**src/rtl/complex_mult_host.sv**
```systemverilog
// complex_mult_host: buffers operand pairs from a cmd stream, issues them one at a
// time to a complex multiplier, forwards each result downstream and supervises a
// per-transaction response timeout.
module complex_mult_host #(
    parameter int unsigned DATA_WIDTH = 8,
    parameter int unsigned FIFO_DEPTH = 4,
    parameter int unsigned TIMEOUT    = 64
) (
    input  logic                      clk,
    input  logic                      rst,
    input  logic                      sw_rst,
    input  logic                      cmd_val,
    output logic                      cmd_ready,
    input  logic [4*DATA_WIDTH-1:0]   cmd_data,
    output logic                      op_val,
    input  logic                      op_ready,
    output logic [4*DATA_WIDTH-1:0]   op_data,
    input  logic                      res_val,
    output logic                      res_ready,
    input  logic [4*DATA_WIDTH+2:0]   res_data,
    output logic                      out_val,
    input  logic                      out_ready,
    output logic [4*DATA_WIDTH+2:0]   out_data,
    output logic [15:0]               issued_cnt,
    output logic [15:0]               done_cnt,
    output logic                      timeout_err,
    output logic                      busy
);

    localparam int unsigned OP_W  = 4 * DATA_WIDTH;
    localparam int unsigned RES_W = 4 * DATA_WIDTH + 3;
    localparam int unsigned PTR_W = $clog2(FIFO_DEPTH);
    localparam int unsigned CNT_W = PTR_W + 1;
    localparam int unsigned TMR_W = $clog2(TIMEOUT);

    typedef enum logic [1:0] {
        IDLE     = 2'd0,
        ISSUE    = 2'd1,
        WAIT_RES = 2'd2,
        DELIVER  = 2'd3
    } state_t;

    state_t             state_q,       state_d;
    logic [PTR_W-1:0]   wr_ptr_q,      wr_ptr_d;
    logic [PTR_W-1:0]   rd_ptr_q,      rd_ptr_d;
    logic [CNT_W-1:0]   count_q,       count_d;
    logic [TMR_W-1:0]   timer_q,       timer_d;
    logic [RES_W-1:0]   res_q,         res_d;
    logic [15:0]        issued_cnt_q,  issued_cnt_d;
    logic [15:0]        done_cnt_q,    done_cnt_d;
    logic               timeout_err_q, timeout_err_d;
    logic [OP_W-1:0]    mem_q [FIFO_DEPTH];

    logic full;
    logic empty;
    logic push;
    logic pop;

    assign full  = (count_q == CNT_W'(FIFO_DEPTH));
    assign empty = (count_q == '0);
    // A software clear suppresses any handshake in the same cycle.
    assign push  = cmd_val && !full && !sw_rst;
    assign pop   = (state_q == ISSUE) && op_ready && !sw_rst;

    // Operand storage; data only, pointers carry the reset.
    always_ff @(posedge clk) begin
        if (push) begin
            mem_q[wr_ptr_q] <= cmd_data;
        end
    end

    // Next-state: FIFO bookkeeping, transaction FSM, counters, sticky timeout.
    always_comb begin
        state_d       = state_q;
        wr_ptr_d      = wr_ptr_q;
        rd_ptr_d      = rd_ptr_q;
        count_d       = count_q;
        timer_d       = timer_q;
        res_d         = res_q;
        issued_cnt_d  = issued_cnt_q;
        done_cnt_d    = done_cnt_q;
        timeout_err_d = timeout_err_q;

        if (push) begin
            wr_ptr_d = wr_ptr_q + PTR_W'(1);
        end
        if (pop) begin
            rd_ptr_d = rd_ptr_q + PTR_W'(1);
        end
        case ({push, pop})
            2'b10:   count_d = count_q + CNT_W'(1);
            2'b01:   count_d = count_q - CNT_W'(1);
            default: count_d = count_q;
        endcase

        case (state_q)
            IDLE: begin
                if (!empty) begin
                    state_d = ISSUE;
                end
            end
            ISSUE: begin
                if (op_ready) begin
                    issued_cnt_d = issued_cnt_q + 16'd1;
                    timer_d      = '0;
                    state_d      = WAIT_RES;
                end
            end
            WAIT_RES: begin
                timer_d = timer_q + TMR_W'(1);
                if (res_val) begin
                    res_d      = res_data;
                    done_cnt_d = done_cnt_q + 16'd1;
                    state_d    = DELIVER;
                end else if (timer_q == TMR_W'(TIMEOUT - 1)) begin
                    timeout_err_d = 1'b1;
                    state_d       = IDLE;
                end
            end
            DELIVER: begin
                if (out_ready) begin
                    state_d = empty ? IDLE : ISSUE;
                end
            end
            default: state_d = IDLE;
        endcase

        if (sw_rst) begin
            state_d       = IDLE;
            wr_ptr_d      = '0;
            rd_ptr_d      = '0;
            count_d       = '0;
            timer_d       = '0;
            res_d         = '0;
            issued_cnt_d  = '0;
            done_cnt_d    = '0;
            timeout_err_d = 1'b0;
        end
    end

    // State register with asynchronous reset.
    always_ff @(posedge clk or posedge rst) begin
        if (rst) begin
            state_q       <= IDLE;
            wr_ptr_q      <= '0;
            rd_ptr_q      <= '0;
            count_q       <= '0;
            timer_q       <= '0;
            res_q         <= '0;
            issued_cnt_q  <= '0;
            done_cnt_q    <= '0;
            timeout_err_q <= 1'b0;
        end else begin
            state_q       <= state_d;
            wr_ptr_q      <= wr_ptr_d;
            rd_ptr_q      <= rd_ptr_d;
            count_q       <= count_d;
            timer_q       <= timer_d;
            res_q         <= res_d;
            issued_cnt_q  <= issued_cnt_d;
            done_cnt_q    <= done_cnt_d;
            timeout_err_q <= timeout_err_d;
        end
    end

    // Handshake strobes decode from the state register only.
    assign op_val      = (state_q == ISSUE);
    assign res_ready   = (state_q == WAIT_RES);
    assign out_val     = (state_q == DELIVER);
    assign op_data     = mem_q[rd_ptr_q];
    assign out_data    = res_q;
    assign cmd_ready   = !full;
    assign issued_cnt  = issued_cnt_q;
    assign done_cnt    = done_cnt_q;
    assign timeout_err = timeout_err_q;
    assign busy        = (state_q != IDLE) || !empty;

endmodule

```
**config.mk**
```make
export PLATFORM = sky130hd
export DESIGN_NAME = complex_mult_host
export DESIGN_NICKNAME = d
export VERILOG_FILES = /design/src/rtl/complex_mult_host.sv
export SDC_FILE = /design/constraint.sdc
export NUM_CORES = 1
export LEC_CHECK = 0
export CORE_ASPECT_RATIO = 0.9
export CORE_UTILIZATION = 52
export DETAILED_ROUTE_END_ITERATION = 7
export PLACE_DENSITY = 0.81
export SYNTH_ARGS = -nofsm -noshare
export SYNTH_HDL_FRONTEND = slang
export SYNTH_SLANG_ARGS = --single-unit
```
**constraint.sdc**
```tcl
create_clock -name clk -period 7 [get_ports clk]
set_input_delay 2.1 -clock clk [delete_from_list [all_inputs] [get_ports clk]]
set_output_delay 2.1 -clock clk [all_outputs]
set_load 0.01 [all_outputs]
```
# Word-level counts from Yosys, hierarchy flattened
# Memory sizes are Yosys's and may differ from the RTL's.
# Index checks and enable logic that the tools add are counted.
# W data, S select, Z words.
word_totals:
  reg_bits: 83
  latchBits: 0
  ram_bits: 128
  mem_bits_ro: 0
  out_inout_bits: 105
  memories: 1
op_classes:
  addsub: 7
  mul: 0
  div_mod_pow: 0
  magnitude_cmp: 0
  n_eq_ne: 12
  shift: 0
  mux: 32
  bitwise_logic: 0
  n_reduce_logical: 25
mem_list:
  columns: ["name", "depth", "width", "rd", "rd_clocked_by_memory_dff", "write_ports", "line", "text"]
  rows:
  - ["mem_q", 4, 32, 1, 0, 1, "52", "logic [OP_W-1:0] mem_q [FIFO_DEPTH];"]
op_table:
  columns: ["op", "count"]
  rows:
  - ["$mux W35", 3]
  - ["$mux W16", 6]
  - ["$add A16 B1 Y16 const B", 2]
  - ["$mux W2", 10]
  - ["$reduce_bool A2 Y1", 8]
  - ["$mux W6", 2]
  - ["$pmux W6 S2", 1]
  - ["$pmux W2 S4", 1]
  - ["$mux W1", 7]
  - ["$add A6 B1 Y6 const B", 1]
  - ["$eq A2 B2 Y1 const B", 3]
  - ["$eq A6 B6 Y1 const B", 1]
  - ["$ne A3 B2 Y1 const B", 2]
  - ["$pmux W3 S2", 1]
  - ["$reduce_and A2 Y1", 3]
  - ["$reduce_bool A3 Y1", 2]
  - ["$add A2 B1 Y2 const B", 2]
  - ["$eq A2 B1 Y1 const B", 2]
  - ["$logic_and A1 B1 Y1", 4]
  - ["$ne A4 B3 Y1 const B", 1]
  - ["$reduce_and A4 Y1", 1]
  - ["$add A3 B1 Y3 const B", 1]
  - ["$eq A3 B3 Y1 const B", 1]
  - ["$logic_not A1 Y1", 3]
  - ["8 further kinds", 8]

# Longest topological paths before layout
depth:
  word_depth: 7
  mapped_depth: 8
  ltp_nobuf: 6

# Worst setup path after synthesis
# Ideal clock, no wire load.
synth_timing:
  kind: "input port to flip-flop"
  startpoint: "input port sw_rst"
  endpoint: "memory mem_q[0][0] (netlist name) (enable)"
  setup_ns: 0.392
  arrival_ns: 3.453
  setup_slack_ns: 3.155
  cell_stages: 4
  path_buffers: 2
  path_cell_list: "clkbuf_1 > clkbuf_1 > nor2_1 > and2_1"
synth_between:
  elab_chain_len: 4
synth_lines:
  columns: ["element", "line", "text"]
  rows:
  - ["start: declaration", "11", "input logic sw_rst,"]
  - ["$logic_not A1 Y1", "62", "assign push = cmd_val && !full && !sw_rst;"]
  - ["$logic_and A1 B1 Y1", "62", null]
  - ["$mux W1", "67", "if (push) begin"]
  - ["$mux W1 (implied by the code)", "68", "mem_q[wr_ptr_q] <= cmd_data;"]
  - ["end: declaration", "52", null]
# Every way passes these cells.

# Final worst setup path
layout_timing:
  startpoint: "register rd_ptr_q[0]"
  endpoint: "output port op_data[23]"
layout_between:
  elab_chain_len: 1
layout_lines:
  columns: ["element", "line", "text"]
  rows:
  - ["start: declaration", "45", "logic [PTR_W-1:0] rd_ptr_q, rd_ptr_d;"]
  - ["start signal: assignment", "156", "rd_ptr_q <= rd_ptr_d;"]
  - ["$mem_v2 Z4 W32", null, null]
  - ["end: declaration", "17", "output logic [4*DATA_WIDTH-1:0] op_data,"]
# Every way passes these cells.

==> key figures <==
Global routing
  • Total GRT Usage: 0.216
  • Gr ovfl total: 0
  • Vias in the first global route: about 5600
  • Pin count of the biggest net entering global routing: between 80 and 90
  • First-pass GRT wire length: 28100 µm
  • Antenna violations before repair: 0

Detailed routing
  • Drt first pass iters: 5
  • DRC violations left: 0
  • ANT nets after route: 0
  • DR vias/cell: around 5.5
  • Routed WL: 17900 µm
  • Initial DRC Count: 336
  • Post-DR wirelength/cell: 18.1 µm
  • Via count: 5399

Setup path
  • Top cell family by delay on the critical path: buffers and inverters
  • Largest fanout on the critical path: 30
  • Startpoint types: flop
  • Worst EP required: 4.90 ns
  • Worst Setup End Kind: output port
  • Crit-path cells: buf_4 -> mux4_2 -> clkdlybuf4s50_1
  • Crit Path Class: reg2out
  • Slowest CP cell: mux4_2
  • Reg2reg setup slack: 4.35 ns
  • Crit path largest cell delay: between 0.6 and 0.7 ns
  • CP bufs+invs: 2
  • Crit path DAT: roughly 2.6 ns

STA
  • Final worst path period share: 0.670
  • Slack of the critical path: between 2 and 2.5 ns
  • Max Clock Freq: 213 MHz
  • Clk_skew: 0.0143 ns
  • Slew Limit Headroom: 0.190
  • Hold WS: around 0.51 ns
  • Final Hold Viols: 0
  • Setup tns final: 0 ns
  • Setup violations, final: 0
  • RSZ-0062 raised after global routing: false
  • Worst Tran Pin Value: about 1.2 ns
  • Fin. max-slew vios: 0
  • Tmin final: ~4.7 ns

Run
  • Max Cap Viol: 0

Die
  • Die height: around 120 µm
  • Top-Level Pins: between 150 and 200
  • Die width: around 140 µm
  • Core box area: between 15000 and 20000 µm²
  • FP Rows: 44
  • Initial core utilization: 0.530
  • DIE AREA: around 17000 µm²

Clock tree
  • Worst-Skew Late Latency: ~0.50 ns
  • Root buffer cell: clkbuf_16
  • Number of buffers created by CTS: 22
  • CTS tree: built
  • PostCTS Resize Cnt: 0
  • H-tree Lvls: 1
  • Hold buffer count at CTS: 0
  • Reg clk slew, reported paths: about 0.06 ns
  • Clock Path Buffers: 3
  • CTS sink cnt: between 200 and 250
  • Post-CTS setup buffer count: 0

Synthesis
  • Syn_nets: 672
  • Synth area leaders: edfxtp_1, dfrtp_1, mux4_2
  • EDFF count, synth: between 100 and 150
  • Post-synth ARST share: 0.393
  • Mux share of post-synthesis cell area: 0.0884
  • Sequential fraction of the synthesis area: 0.695
  • Synth Register Bits: 211
  • Cell taking the most area after synthesis: edfxtp_1
  • Post-synth top area share: 0.451
  • Post-Syn Area: 8520 µm²
  • Syn_area_per_cell: between 10 and 15 µm²
  • Distinct cells, synth: 50
  • Post-synthesis compound-gate area fraction: 0.0537
  • Synth Area in Adders: 0.0126
  • Largest family of logic cells by synthesized area: simple AND/OR/NAND/NOR gates
  • Most used flip-flop cell after synthesis: edfxtp_1
  • Simple-gate share of the synthesized area: 0.107
  • Xor and xnor area share after synthesis: 0.0236
  • Post-Syn Instances: 590
  • Synth warn: 0

Power and ir drop
  • PnR Total Power: around 3100 µW
  • Leakage: between 0.004 and 0.005 µW
  • Psw: 758 µW
  • Seq pwr share: 0.462
  • Sw Ratio: 0.243
  • Internal: 2360 µW
  • Clock power share: 0.368
  • VDD IR max: 188 µV
  • Part of the power in combinational logic: 0.170
  • Power density cells: around 280 nW/µm²

Finish
  • Most frequent cells in the layout: clkdlybuf4s50_1, edfxtp_1, nand2_1
  • N_diodes: 0
  • Multi-input gate area: approximately 2400 µm²
  • Non-filler cells, final: 989
  • Layout fillers: 1061
  • Fin nets: roughly 850
  • Commonest non-fill, non-tap cell in the layout: clkdlybuf4s50_1
  • Layout cells sized above 1: 0.110
  • P&R area growth vs syn: 31.3%
  • Seq. cell area: roughly 6000 µm²

Run status
  • Outcome: complete, no violations

Placed design
  • Port bufs: 178
  • Placer Congestion: 0.751
  • Place WS: between 2 and 3 ns
  • Cell total after placement: 949
  • Dpl hpwl: between 10000 and 15000 µm

Min path
  • HP Class: reg2reg
==> kinds of logic after synthesis <==
| kind of cell | count (synthesis) |
|---|---|
| AO/OA/AOI/OAI | 83 |
| XOR/XNOR | 23 |
| adder cells (fa/ha/maj) | 8 |
| buffers and inverters | 39 |
| flip-flops | 211 |
| multiplexers | 35 |
| AND/OR/NAND/NOR | 191 |
==> layer usage <==
layer	wire (µm)	part of all wire	track usage
met5	0	0	0
met4	457	0.025	0.0618
met3	1350	0.075	0.0558
met1	7460	0.42	0.280
met2	8660	0.48	0.362
==> worst reg2reg max path: stages (launching register included) <==
cell      delay [ns]
dfrtp_1         0.54
or2b_1          0.36
clkinv_1        0.29
nand2_1         0.95
nand2_1         0.18
a21oi_1         0.23
==> synth_stat cells, drive strengths merged, types with 2 or more instances <==
cell      n
nand2b    2
and2      7
inv       7
a31oi     3
buf      11
ha        7
or4       3
mux2      2
mux4     32
nand3    11
nand2    90
a211oi    3
xor2      9
clkbuf   20
o211ai    2
and3      2
nor2     36
nor4      4
o21ai    13
xnor2    14
dfrtp    83
nand4     9
and3b     2
nand3b    2
edfxtp  128
nor2b     3
nor3      4
a21oi    56
and4      3
or3       9
==> sequential cells by signal (all words and copies together) (netlist names) <==
signal,cells
mem_q,128
out_data,35
done_cnt,16
issued_cnt,16
timer_q,6
count_q,3
rd_ptr_q,2
state_q,2
wr_ptr_q,2
timeout_err,1
==> through the flow <==
step                      area, µm²   util
final                         11200  0.696
after global routing          11200  0.696
after CTS                     11200  0.696
after detailed placement      10500  0.651
after global placement        10500  0.651
after floorplan                8520      -
==> final timing paths <==
path | depth (start not counted) | start | end
worst max-delay path | 3 | rd_ptr_q[0] | op_data[23]
worst min-delay path | 2 | timeout_err | timeout_err
min in group asynchronous | 2 | rst | out_data[5]
max in group asynchronous | 3 | rst | issued_cnt[5]
worst max register to register | 5 | state_q[0] | out_data[1]
worst min register to register | 2 | timeout_err | timeout_err
==> area by class of cell <==
cell class | count | area share
clock inverters | 7 | 0.00660
flip-flops and latches | 211 | 0.529
inverters | 8 | 0.00280
repair buffers | 183 | 0.162
multi-input cells | 340 | 0.218
well taps | 207 | 0.0231
clock buffers | 33 | 0.0583
==> power groups by stage <==
| stage | Sequential [µW] | Clock (µW) | Combinational (µW) |
|---|---|---|---|
| 2_1_floorplan | 1450 | 0 | 297 |
| 3_3_place_gp | 1460 | 0 | 518 |
| 3_5_place_dp | 1460 | 0 | 532 |
| 4_1_cts | 1440 | 1170 | 535 |
| 5_1_grt | 1450 | 1220 | 582 |
| 6_report | 1440 | 1140 | 530 |
Note: power is estimated with default switching activity, not from simulation.
